$ cat config.mk
export PLATFORM = sky130hd
export DESIGN_NAME = hazard_ctrl
export DESIGN_NICKNAME = d
export VERILOG_FILES = /design/src/rtl/pipeline_ctrl_pkg.sv /design/src/rtl/hazard_ctrl_scoreboard.sv /design/src/rtl/hazard_ctrl.sv
export SDC_FILE = /design/constraint.sdc
export NUM_CORES = 1
export LEC_CHECK = 0
export BUFFER_PORTS_ARGS = -buffer_cell sky130_fd_sc_hd__buf_4
export CAP_MARGIN = 10
export CORE_ASPECT_RATIO = 0.75
export CORE_MARGIN = 10
export CORE_UTILIZATION = 60
export CTS_CLUSTER_DIAMETER = 200
export DETAILED_ROUTE_END_ITERATION = 10
export MAX_ROUTING_LAYER = met4
export PLACE_DENSITY_LB_ADDON = 0.1
export SLEW_MARGIN = 20
export SYNTH_ARGS = -nofsm -noshare
export SYNTH_HDL_FRONTEND = slang
export SYNTH_SLANG_ARGS = --single-unit
$ cat constraint.sdc
create_clock -name CLK -period 11.89 [get_ports CLK]
set_clock_uncertainty 0.1 [all_clocks]
set_input_delay 2.378 -clock CLK [delete_from_list [all_inputs] [get_ports CLK]]
set_output_delay 2.378 -clock CLK [all_outputs]
set_load 0.005 [all_outputs]
$ cat src/rtl/pipeline_ctrl_pkg.sv
// Shared definitions for the decode/issue pipeline controller.
//   - state_e      : sequencer states (RUN / FLUSHING / DRAIN)
//   - NUM_REGS     : architectural register count tracked by the scoreboard
//   - REG_IDX_W    : width of a register index
//   - REG_ZERO     : hard-wired zero register, never tracked as busy
//   - is_real_reg  : true for any register other than x0
package pipeline_ctrl_pkg;

    localparam int NUM_REGS  = 32;
    localparam int REG_IDX_W = 5;

    localparam logic [REG_IDX_W-1:0] REG_ZERO = 5'd0;

    typedef enum logic [1:0] {
        ST_RUN      = 2'd0,
        ST_FLUSHING = 2'd1,
        ST_DRAIN    = 2'd2
    } state_e;

    function automatic logic is_real_reg(input logic [REG_IDX_W-1:0] idx);
        return idx != REG_ZERO;
    endfunction

endpackage

$ cat src/rtl/hazard_ctrl_scoreboard.sv
// Pending-write scoreboard: one busy bit per architectural register.
// Ports:
//   clk, srst             clock, synchronous active-high reset (clears all bits)
//   set_en, set_idx       mark a register busy on the next edge (x0 ignored)
//   clr_en, clr_idx       mark a register free on the next edge (x0 ignored)
//   rd_a_idx/rd_a_busy    source-1 lookup (registered busy state only)
//   rd_b_idx/rd_b_busy    source-2 lookup
//   rd_c_idx/rd_c_busy    destination lookup (WAW check)
module hazard_ctrl_scoreboard
    import pipeline_ctrl_pkg::*;
(
    input  logic                 clk,
    input  logic                 srst,
    input  logic                 set_en,
    input  logic [REG_IDX_W-1:0] set_idx,
    input  logic                 clr_en,
    input  logic [REG_IDX_W-1:0] clr_idx,
    input  logic [REG_IDX_W-1:0] rd_a_idx,
    input  logic [REG_IDX_W-1:0] rd_b_idx,
    input  logic [REG_IDX_W-1:0] rd_c_idx,
    output logic                 rd_a_busy,
    output logic                 rd_b_busy,
    output logic                 rd_c_busy
);

    logic [NUM_REGS-1:0] busy_q;
    logic [NUM_REGS-1:0] busy_d;
    logic                set_hit;
    logic                clr_hit;

    assign set_hit = set_en & is_real_reg(set_idx);
    assign clr_hit = clr_en & is_real_reg(clr_idx);

    // A set and a clear of the same register in one cycle cannot come from a
    // legal stream (issue is blocked while the destination is busy); if it
    // does happen, the newer allocation wins.
    generate
        for (genvar gi = 0; gi < NUM_REGS; gi++) begin : g_bit
            assign busy_d[gi] = (set_hit && set_idx == REG_IDX_W'(gi)) ? 1'b1 :
                                (clr_hit && clr_idx == REG_IDX_W'(gi)) ? 1'b0 :
                                busy_q[gi];
        end
    endgenerate

    always_ff @(posedge clk) begin
        if (srst) begin
            busy_q <= '0;
        end else begin
            busy_q <= busy_d;
        end
    end

    assign rd_a_busy = busy_q[rd_a_idx];
    assign rd_b_busy = busy_q[rd_b_idx];
    assign rd_c_busy = busy_q[rd_c_idx];

endmodule

$ cat src/rtl/hazard_ctrl.sv
// Central pipeline sequencer between decode and issue/execute.
// Detects RAW/WAW hazards against a pending-write scoreboard, limits the
// number of outstanding writebacks, and sequences redirect flushes and fence
// drains.
// Ports:
//   CLK, RST                         clock, synchronous active-high reset
//   DECODE_VALID/RS1/RS2/RD          decode-stage instruction fields
//   DECODE_USE_RS1/USE_RS2/WR_RD     operand usage flags
//   WB_VALID, WB_RD                  writeback retiring this cycle
//   JMP_DO                           redirect taken (pulse)
//   FENCE_REQ                        decode holds a fence
//   MEM_WAIT                         memory not ready, pipeline frozen
//   STALL, FLUSH                     hold / clear fetch+decode registers
//   ISSUE                            decode instruction accepted this cycle
//   FENCE_DONE                       one-cycle drain-complete pulse
//   INFLIGHT                         outstanding writeback count
module hazard_ctrl
    import pipeline_ctrl_pkg::*;
#(
    parameter  int FLUSH_CYCLES = 2,
    parameter  int MAX_INFLIGHT = 4,
    localparam int INFL_W       = $clog2(MAX_INFLIGHT + 1)
) (
    input  logic                 CLK,
    input  logic                 RST,
    input  logic                 DECODE_VALID,
    input  logic [REG_IDX_W-1:0] DECODE_RS1,
    input  logic [REG_IDX_W-1:0] DECODE_RS2,
    input  logic [REG_IDX_W-1:0] DECODE_RD,
    input  logic                 DECODE_USE_RS1,
    input  logic                 DECODE_USE_RS2,
    input  logic                 DECODE_WR_RD,
    input  logic                 WB_VALID,
    input  logic [REG_IDX_W-1:0] WB_RD,
    input  logic                 JMP_DO,
    input  logic                 FENCE_REQ,
    input  logic                 MEM_WAIT,
    output logic                 STALL,
    output logic                 FLUSH,
    output logic                 ISSUE,
    output logic                 FENCE_DONE,
    output logic [INFL_W-1:0]    INFLIGHT
);

    // The flush counter holds "cycles left after this one", so it only needs
    // to reach FLUSH_CYCLES-1.
    localparam int FCNT_W = (FLUSH_CYCLES > 1) ? $clog2(FLUSH_CYCLES) : 1;
    localparam logic [FCNT_W-1:0] FCNT_LOAD = FCNT_W'(FLUSH_CYCLES - 1);
    localparam logic [INFL_W-1:0] INFL_MAX  = INFL_W'(MAX_INFLIGHT);

    state_e              state_q, state_d;
    logic [FCNT_W-1:0]   fcnt_q, fcnt_d;
    logic [INFL_W-1:0]   inflight_q, inflight_d;

    logic rs1_busy, rs2_busy, rd_busy;
    logic hazard;
    logic stall_int, flush_int, issue_int, fdone_int;
    logic wr_alloc, wb_retire;

    hazard_ctrl_scoreboard u_scoreboard (
        .clk       (CLK),
        .srst      (RST),
        .set_en    (issue_int & DECODE_WR_RD),
        .set_idx   (DECODE_RD),
        .clr_en    (WB_VALID),
        .clr_idx   (WB_RD),
        .rd_a_idx  (DECODE_RS1),
        .rd_b_idx  (DECODE_RS2),
        .rd_c_idx  (DECODE_RD),
        .rd_a_busy (rs1_busy),
        .rd_b_busy (rs2_busy),
        .rd_c_busy (rd_busy)
    );

    // Hazard looks only at registered busy bits: a writeback in this cycle
    // does not unblock the decode instruction until the next cycle.
    assign hazard = DECODE_VALID &
                    ((DECODE_USE_RS1 & is_real_reg(DECODE_RS1) & rs1_busy) |
                     (DECODE_USE_RS2 & is_real_reg(DECODE_RS2) & rs2_busy) |
                     (DECODE_WR_RD   & is_real_reg(DECODE_RD)  & rd_busy)  |
                     (inflight_q == INFL_MAX));

    always_comb begin
        state_d   = state_q;
        fcnt_d    = fcnt_q;
        stall_int = 1'b0;
        flush_int = 1'b0;
        issue_int = 1'b0;
        fdone_int = 1'b0;

        case (state_q)
            ST_RUN: begin
                stall_int = hazard | MEM_WAIT;
                issue_int = DECODE_VALID & ~hazard & ~MEM_WAIT & ~JMP_DO & ~FENCE_REQ;
                if (JMP_DO) begin
                    state_d = ST_FLUSHING;
                    fcnt_d  = FCNT_LOAD;
                end else if (FENCE_REQ) begin
                    state_d = ST_DRAIN;
                end
            end
            ST_FLUSHING: begin
                // MEM_WAIT deliberately ignored: the flush must clear decode.
                flush_int = 1'b1;
                if (JMP_DO) begin
                    fcnt_d = FCNT_LOAD;
                end else if (fcnt_q == '0) begin
                    state_d = ST_RUN;
                end else begin
                    fcnt_d = fcnt_q - 1'b1;
                end
            end
            ST_DRAIN: begin
                stall_int = 1'b1;
                if (JMP_DO) begin
                    // Redirect abandons the fence; no completion pulse.
                    state_d = ST_FLUSHING;
                    fcnt_d  = FCNT_LOAD;
                end else if (inflight_q == '0 && !MEM_WAIT) begin
                    fdone_int = 1'b1;
                    state_d   = ST_RUN;
                end
            end
            default: begin
                state_d = ST_RUN;
            end
        endcase
    end

    // Writebacks at zero outstanding are ignored so the count never wraps.
    assign wr_alloc  = issue_int & DECODE_WR_RD & is_real_reg(DECODE_RD);
    assign wb_retire = WB_VALID & (inflight_q != '0);

    always_comb begin
        inflight_d = inflight_q;
        case ({wr_alloc, wb_retire})
            2'b10:   inflight_d = inflight_q + 1'b1;
            2'b01:   inflight_d = inflight_q - 1'b1;
            default: inflight_d = inflight_q;
        endcase
    end

    always_ff @(posedge CLK) begin
        if (RST) begin
            state_q    <= ST_RUN;
            fcnt_q     <= '0;
            inflight_q <= '0;
        end else begin
            state_q    <= state_d;
            fcnt_q     <= fcnt_d;
            inflight_q <= inflight_d;
        end
    end

    assign STALL      = stall_int & ~RST;
    assign FLUSH      = flush_int & ~RST;
    assign ISSUE      = issue_int & ~RST;
    assign FENCE_DONE = fdone_int & ~RST;
    assign INFLIGHT   = inflight_q;

endmodule

==> results.toml, run 1 <==
[worst_setup_path]
ff2ff_setup_slack_ns = 8.21
cp_cell_sequence = "buf_4 > mux4_2 > mux4_2 > nand2b_1 > nand4_2 > nand3_4 > nor3_1 > buf_4"
r2r_start = "u_scoreboard.busy_q[11]"
cp_slowest_stage_delay_ns = 0.50
start_kind = "primary input"
crit_slowest_cell = "mux4_2"
required_ns = 9.41
cp_data_arrival_time_ns = 4.65
critPathKind = "in2out"
cp-end-kind = "primary output"
critPathLaunch = "DECODE_RS2[1]"
cp_max_fo = 33

[detailed_routing]
viasPerCell = 7.056
wl_per_cell_um = 22.20
ant_nets = 0
totalWireLength_mm = 8.301
vias = 2639
drt_iter0_drc = 340
drc = 0
first_pass_iters = 5

[grt]
grt_pass1_wl_mm = 13.23
antenna_found_initial = 0
grt_usage = 0.2143
grt-ovfl-total = 0
grt_pass1_vias = 2495
grt_max_degree = 43

[pwr]
ir_drop_v = 0.00007145
p_sw_frac = 0.2862
p_int_uw = 191.7
power_uw = 268.5
switchingPower_uw = 76.87
comb_power_share = 0.168
powerDensity_nw_per_um2 = 84.90
p_leak_uw = 0.001146
power_frac_clock = 0.351
power_frac_seq = 0.481

[layout]
n_antenna_cell = 0
final_cell_mix = "dfxtp_1 (38), buf_4 (37), nor2b_1 (27), o21ai_0 (23), nand2_1 (20)"
drive_gt1_frac = 0.2681
fillers = 362
regArea_um2 = 760.7
multiInputGateArea_um2 = 1932
mostFrequentLayoutCell = "dfxtp_1"
syn2layout_area_growth_pct = 11.17
final_nets = 348

[run]
maxCapViolations = 0

[sta]
rsz0062_at_grt = "no"
maxSlewHeadroom = 0.6366
finalCriticalPeriod_ns = 7.132
hold_viol_final = 0
tns_ns = 0
period_share = 0.5998
worst_slew_pin_slew_ns = 0.5394
setup_violations = 0
slew_violations = 0
fmax_mhz = 140.2

[logic_synthesis]
synth_area_leaders = "dfxtp_1 (27%), mux4_2 (15%), o41ai_2 (6.3%)"
synth-seq-cells = 38
syn_area_per_cell_um2 = 9.548
seq_area_frac_synth = 0.2674
ys.flop_type = "dfxtp_1"
ys_warn_count = 0
ys_types = 43
synth_edf_count = 0
syn-num-nets = 330
yosysTopAreaCell = "dfxtp_1"
syn_area_um2 = 2845
syn_inst = 298
netlist.area_leader.share = 0.2674
async_reset_ff_frac = 0

[clock_tree]
clock_tree.buffer_depth = 2
hold_buffers = 0
htreeDepth = 2
ctsResizeCount = 0
cts_setup_buffers = 0
cts.clk_slew.worst_paths_ns = 0.07
ctsRootBufferMaster = "clkbuf_8"
cts_buffers = 5
clock_sinks = 38
clock_latency_ns = 0.29
cts_tree = "built"

[floorplanning]
die_area_um2 = 7925
core_um2 = 4519
die_x_um = 99.52
boundaryPins = 37
die_y_um = 79.64
rows = 21
initial_core_util = 0.6296

[outcome]
status = "finished, final reports clean"

[placed_design]
io_buffers = 36
place_congestion = 0.9123
hpwl_mm = 6.190

[hold_path]
hp-class = "reg2reg"
min_from = "u_scoreboard.busy_q[0]"
==> worst paths after layout <==
kind	endpoint	cells past startpoint
min reg2reg	u_scoreboard.busy_q[0]	1
max reg2reg	INFLIGHT[2]	12
min	u_scoreboard.busy_q[0]	1
max	ISSUE	8
==> Yosys cell counts, types with 11 or more instances <==
library cell,n
mux4_2,19
dfxtp_1,38
o21ai_0,23
nand3_1,13
nand2_1,20
o41ai_2,11
nand3b_1,16
nor2b_1,27
nor2_1,11
o41ai_1,19
clkbuf_1,16
mux2i_1,12
==> layer usage <==
metal,vias up,GRT usage,wire (µm)
met1,1270,0.2996,3673
li1,1190,-,-
met4,0,0.06429,123
met3,17,0.05623,1049
met5,-,-,0
met2,162,0.2922,3455
==> cell families after synthesis <==
family | Yosys count | share of synthesized area
muxes | 36 | 0.2124
and+or+nand+nor | 118 | 0.2445
AOI/OAI and AO/OA | 69 | 0.2045
adders and majority gates | 2 | 0.01143
xor gates and xnor gates | 2 | 0.006158
buffers and inverters | 33 | 0.05365
DFF | 38 | 0.2674
==> layout make-up <==
type,instances,share of cell area
timing repair buffer,37,0.08782
multi-input combinational,227,0.6108
clock inverter,2,0.003956
sequential,38,0.2405
tap,57,0.02255
clock buffer,6,0.02611
inverter,7,0.008307
==> critical path, delay by kind of cell <==
family                 cells  cell delay [ns]
AND/OR/NAND/NOR            4             0.99
buffers and inverters      2             0.31
multiplexers               2             0.97
==> stage by stage <==
| stage | instances | area [µm²] | hold slack, ns | utilization | setup WS (ns) |
|---|---|---|---|---|---|
| finish | 374 | 3163 | 0.3739 | 0.6999 | 4.758 |
| detailed placement | 366 | 3068 | 0.3627 | 0.6788 | 4.781 |
| global placement | 366 | 3068 | 0.3536 | 0.6788 | 4.799 |
| floorplan | 298 | 2845 | 0.3339 | - | 5.111 |
| global route | 374 | 3163 | 0.3899 | 0.6999 | 4.643 |
| CTS | 374 | 3163 | 0.3753 | 0.6999 | 4.783 |
==> power groups by stage <==
stage / Sequential, µW / Clock, µW / Combinational, µW
after detailed placement: 132 / 0 / 44.2
after floorplan: 132 / 0 / 30.2
after global routing: 129 / 99.9 / 48.8
final: 129 / 94.2 / 45.1
after CTS: 129 / 94.7 / 44.3
after global placement: 132 / 0 / 43.8
==> state kept, by name, indices dropped and copies added (netlist names) <==
| signal | count |
|---|---|
| fcnt_q | 1 |
| INFLIGHT | 3 |
| state_q | 2 |
| u_scoreboard.busy_q | 32 |
Note: power is estimated with default switching activity, not from simulation.
==> run 2: changes to the inputs <==
--- a/config.mk
+++ b/config.mk
@@ -9,7 +9,7 @@
 export CAP_MARGIN = 10
 export CORE_ASPECT_RATIO = 0.75
 export CORE_MARGIN = 10
-export CORE_UTILIZATION = 60
+export CORE_UTILIZATION = 58
 export CTS_CLUSTER_DIAMETER = 200
 export DETAILED_ROUTE_END_ITERATION = 10
 export MAX_ROUTING_LAYER = met4
==> constraint.sdc (replaced) <==
create_clock -name CLK -period 6.8 [get_ports CLK]
set_clock_uncertainty 0.1 [all_clocks]
set_input_delay 1.36 -clock CLK [delete_from_list [all_inputs] [get_ports CLK]]
set_output_delay 1.36 -clock CLK [all_outputs]
set_load 0.005 [all_outputs]
==> run 2 against run 1 <==
Cell count is the same. Via count decreased by 1.4%. Non-clock buffer count unchanged. Flip-flop and latch count unchanged. Critical path depth unchanged. Sequential power increased by 75%. Routed wire length up 1.4%. Clock power grew 80%. Final area did not move.
==> results.toml, run 2 (synthesized netlist as in run 1, its figures left out) <==
[floorplanning]
die_area_um2 = 8136
boundaryPins = 37
initial_core_util = 0.6188
die_x_um = 100.9
rows = 21
die_y_um = 80.66
core_um2 = 4598

[placed_design]
hpwl_mm = 6.352
io_buffers = 36
pre_cts_ws_ns = 1.719
place_congestion = 0.9286

[layout]
syn2layout_area_growth_pct = 11.17
drive_gt1_frac = 0.2681
final_nets = 348
multiInputGateArea_um2 = 1932
fillers = 371
regArea_um2 = 760.7
mostFrequentLayoutCell = "dfxtp_1"
largest-register = "u_scoreboard.busy_q"
largest_register_ffs = 32
final_cell_mix = "dfxtp_1 (38), buf_4 (37), nor2b_1 (27), o21ai_0 (23), nand2_1 (20)"
n_antenna_cell = 0

[sta]
finalCriticalPeriod_ns = 5.122
maxSlewHeadroom = 0.6146
fmax_mhz = 195.2
period_share = 0.7533
tns_ns = 0
hold_viol_final = 0
postLayoutSetupSlackWorst_ns = 1.678
slew_violations = 0
rsz0062_at_grt = "no"
setup_violations = 0
worst_slew_pin_slew_ns = 0.5720

[pwr]
power_frac_clock = 0.358
comb_power_share = 0.165
power_frac_seq = 0.477
p_leak_uw = 0.001146
ir_drop_v = 0.00009501
switchingPower_uw = 138.9
powerDensity_nw_per_um2 = 149.8
p_int_uw = 335.1
p_sw_frac = 0.2930

[detailed_routing]
ant_nets = 0
wl_per_cell_um = 22.51
totalWireLength_mm = 8.419
first_pass_iters = 5
drc = 0
viasPerCell = 6.955
drt_iter0_drc = 230
vias = 2601

[clock_tree]
clock_latency_ns = 0.30
cts_tree = "built"
cts_buffers = 5
ctsResizeCount = 0
ctsRootBufferMaster = "clkbuf_8"
htreeDepth = 2
clock_sinks = 38
cts.clk_slew.worst_paths_ns = 0.08
hold_buffers = 0
clock_tree.buffer_depth = 2
cts_setup_buffers = 0

[grt]
grt-ovfl-total = 0
grt_max_degree = 43
antenna_found_initial = 0
grt_usage = 0.2131
grt_pass1_vias = 2440
grt_pass1_wl_mm = 13.19

[worst_setup_path]
required_ns = 5.34
critPathKind = "in2out"
start_kind = "primary input"
cp-end-kind = "primary output"
cp_data_arrival_time_ns = 3.66
cp_max_fo = 33

[hold_path]
hp-class = "reg2reg"

[outcome]
status = "finished, final reports clean"

[run]
maxCapViolations = 0
[run 2: cell counts in the layout (fill, tap and decap cells not counted)]
Identical to the previous run, type by type.
[run 2: power by group through the flow]
stage               logic (µW)  clock network, µW  registers (µW)
finish                    78.3                170             226
global placement          76.2                  0             231
floorplan                 52.9                  0             231
CTS                       77.1                171             226
global route              83.9                180             226
detailed placement        76.9                  0             231
[run 2: layer usage]
layer  track usage  up-vias  share of wire
met4       0.09014        0          0.027
met1        0.2793     1244           0.44
li1              -     1188              -
met5             -        -              0
met2        0.2866      146           0.41
met3       0.07613       23           0.13
[run 2: path summary, 6_finish.rpt]
path	start	slack (ns)	cells after the start	to
worst max-delay path	DECODE_RS2[1]	1.68	8	ISSUE
worst min-delay path	u_scoreboard.busy_q[0]	0.37	1	u_scoreboard.busy_q[0]
worst max register to register	u_scoreboard.busy_q[10]	3.10	12	INFLIGHT[2]
worst min register to register	u_scoreboard.busy_q[0]	0.37	1	u_scoreboard.busy_q[0]
[run 2: worst max-delay path, stage by stage]
cell,delay (ns)
buf_4,0.16
mux4_2,0.51
mux4_2,0.47
nand2b_1,0.17
nand4_2,0.14
nand3_4,0.37
nor3_1,0.31
buf_4,0.15
[run 2: layout make-up]
cell class	instances	share of cell area
clock buffer	6	0.02611
clock inverter	2	0.003956
inverter	7	0.008307
multi-input combinational	227	0.6108
sequential	38	0.2405
tap	57	0.02255
timing repair buffer	37	0.08782
[run 2: metrics by stage]
step | util | hold slack, ns | total power [µW] | cells | cell area, µm²
final | 0.6879 | 0.3698 | 474.0 | 374 | 3163
after global routing | 0.6879 | 0.3930 | 490.2 | 374 | 3163
after CTS | 0.6879 | 0.3739 | 474.4 | 374 | 3163
after detailed placement | 0.6672 | 0.3619 | 308.1 | 366 | 3068
after global placement | 0.6672 | 0.3555 | 307.3 | 366 | 3068
after floorplan | - | 0.3339 | 283.5 | 298 | 2845
==> run 3: changes to the inputs <==
--- a/config.mk
+++ b/config.mk
@@ -5,11 +5,12 @@
 export SDC_FILE = /design/constraint.sdc
 export NUM_CORES = 1
 export LEC_CHECK = 0
+export ABC_AREA = 1
 export BUFFER_PORTS_ARGS = -buffer_cell sky130_fd_sc_hd__buf_4
 export CAP_MARGIN = 10
 export CORE_ASPECT_RATIO = 0.75
 export CORE_MARGIN = 10
-export CORE_UTILIZATION = 58
+export CORE_UTILIZATION = 53
 export CTS_CLUSTER_DIAMETER = 200
 export DETAILED_ROUTE_END_ITERATION = 10
 export MAX_ROUTING_LAYER = met4
==> constraint.sdc (replaced) <==
create_clock -name CLK -period 4.2 [get_ports CLK]
set_clock_uncertainty 0.1 [all_clocks]
set_input_delay 0.84 -clock CLK [delete_from_list [all_inputs] [get_ports CLK]]
set_output_delay 0.84 -clock CLK [all_outputs]
set_load 0.005 [all_outputs]
==> run 3 against run 2 <==
Via count up 48%. Register-to-register slack worse by 1.6 ns. Flip-flop and latch count unchanged. Synthesized cell count increased by 89%. Setup slack got worse by 1.1 ns. First-iteration DRC count is 53% higher. Critical path depth is 7 higher. Synthesized area up 9.6%. Cell count is 77% higher. Critical endpoint unchanged. Highest routed layer unchanged.
==> results.toml, run 3 <==
[logic_synthesis]
syn-num-nets = 596
synthTopCellsByCount = "nand2_1 (178), nor2_1 (70), inv_1 (55)"
synth-seq-cells = 38
synth_area_leaders = "dfxtp_1 (24%), nand2_1 (21%), nor2_1 (8.4%)"
seq_area_frac_synth = 0.2439
ys_types = 27
ys.flop_type = "dfxtp_1"
synth_mux_area_frac = 0
synth_compound_area_frac = 0.1572
syn_area_um2 = 3119
synth_edf_count = 0
netlist.area_leader.share = 0.2439
synth-xor-area-share = 0
ys_warn_count = 0
syn_inst = 564
synthAdderAreaFrac = 0.01043
async_reset_ff_frac = 0
syn_area_per_cell_um2 = 5.531
synth_most_common_cell = "nand2_1"
yosysTopAreaCell = "dfxtp_1"
synth_top_family_by_area = "simple AND/OR/NAND/NOR gates"
synthSimpleGateAreaFrac = 0.4737

[clock_tree]
cts_tree = "built"
clock_latency_ns = 0.30
ctsResizeCount = 0
ctsRootBufferMaster = "clkbuf_8"
clock_tree.buffer_depth = 2
clock_sinks = 38
cts.clk_slew.worst_paths_ns = 0.08
hold_buffers = 0
htreeDepth = 2
cts_buffers = 5
cts_setup_buffers = 0

[pwr]
p_leak_uw = 0.001419
powerDensity_nw_per_um2 = 246.6
ir_drop_v = 0.0001301

[detailed_routing]
drt_iter0_drc = 352
first_pass_iters = 5
wl_per_cell_um = 15.64
viasPerCell = 5.801
vias = 3840
totalWireLength_mm = 10.35
ant_nets = 0
drc = 0

[grt]
grt-ovfl-total = 0
grt_pass1_vias = 3417
grt_pass1_wl_mm = 16.97
grt_max_degree = 43
grt_usage = 0.2277
antenna_found_initial = 0

[sta]
maxSlewHeadroom = 0.5089
tns_ns = 0
hold_slack_ns = 0.3735
setup_violations = 0
hold_viol_final = 0
slew_violations = 0
worst_slew_pin_slew_ns = 0.7340
rsz0062_at_grt = "no"
fmax_mhz = 274.0
period_share = 0.8689
finalCriticalPeriod_ns = 3.649

[outcome]
status = "finished, final reports clean"

[worst_setup_path]
cp-end-kind = "primary output"
critPathKind = "in2out"
cp_max_fo = 20
required_ns = 3.26
cp_data_arrival_time_ns = 2.71
start_kind = "primary input"

[floorplanning]
die_y_um = 86.44
boundaryPins = 37
die_x_um = 108.6
rows = 24
initial_core_util = 0.5410
core_um2 = 5766
die_area_um2 = 9386

[hold_path]
hp-class = "reg2reg"

[layout]
syn2layout_area_growth_pct = 11.47
final_cell_mix = "nand2_1 (178), nor2_1 (70), inv_1 (55), a21oi_1 (49)"
largest-register = "u_scoreboard.busy_q"
largest_register_ffs = 32
final_nets = 615
drive_gt1_frac = 0.09760
mostFrequentLayoutCell = "nand2_1"
n_antenna_cell = 0

[placed_design]
place_congestion = 1.002
io_buffers = 36
hpwl_mm = 7.950

[run]
maxCapViolations = 0
[run 3: cell count changes in the layout (fill, tap and decap cells not counted), sizes merged, moves of 19 or more]
cell	before	now
nand2	20	180
nor2	11	73
inv	7	58
a21oi	4	49
nand4	2	35
o41ai	30	0
nor2b	27	0
nand3	14	40
mux4	19	0
[run 3: stage by stage]
step,util,cells,setup WS (ns),area [µm²],total power [µW]
6_report,0.6031,662,0.5506,3477,857.4
5_1_grt,0.6031,662,0.3017,3477,899.6
4_1_cts,0.6031,662,0.5780,3477,853.6
3_5_place_dp,0.5872,654,0.5332,3386,592.8
3_3_place_gp,0.5872,654,0.6124,3386,587.2
2_1_floorplan,-,564,0.9730,3119,520.7
[run 3: worst paths after layout]
kind,startpoint,end,slack [ns],cells after the start
hold reg to reg,u_scoreboard.busy_q[0],u_scoreboard.busy_q[0],0.37,2
setup / recovery,DECODE_RS2[0],ISSUE,0.55,15
setup reg to reg,u_scoreboard.busy_q[4],INFLIGHT[2],1.49,17
hold / removal,u_scoreboard.busy_q[0],u_scoreboard.busy_q[0],0.37,2
[run 3: cells by family (layout without fill, tap and decap cells)]
kind of cell | count (synthesis) | after routing
AOI/OAI and AO/OA | 92 | 92
adders and majority gates | 2 | 2
buffers and inverters | 87 | 107
DFF | 38 | 38
and+or+nand+nor | 345 | 345
[run 3: cell type report]
type | count | area [µm²]
clock buffers | 7 | 86.33
well taps | 78 | 97.59
repair buffers | 40 | 300.3
inverters | 59 | 221.5
flip-flops and latches | 38 | 760.7
multi-input cells | 439 | 2006
clock inverters | 1 | 5.005
fillers | 623 | 2288
[run 3: report_power, final]
group	switching [µW]	leakage, µW	total (µW)	internal [µW]
clock	136	0.0000482	268	133
combinational	148	0.00106	216	68.3
sequential	5.56	0.000307	373	368
[run 3: metal layers]
layer,track usage,vias to the layer above,part of all wire,wire [µm]
li1,-,1882,-,-
met1,0.3139,1728,0.45,4618
met2,0.3173,212,0.42,4389
met3,0.05856,18,0.11,1149
met4,0.06571,0,0.019,196
met5,-,-,0,0
[run 3: worst max-delay path, cell delays in order]
cell and delay, ns:
buf_4 0.18, inv_1 0.34, nand2_1 0.10, nand3_1 0.07, nand2_1 0.06, nand2_1 0.08
nand2_1 0.05, nor2_1 0.10, nand2_1 0.05, nand3_1 0.07, nand2_1 0.10, nor2_4 0.34
nand2_1 0.09, nor2_1 0.10, buf_4 0.12
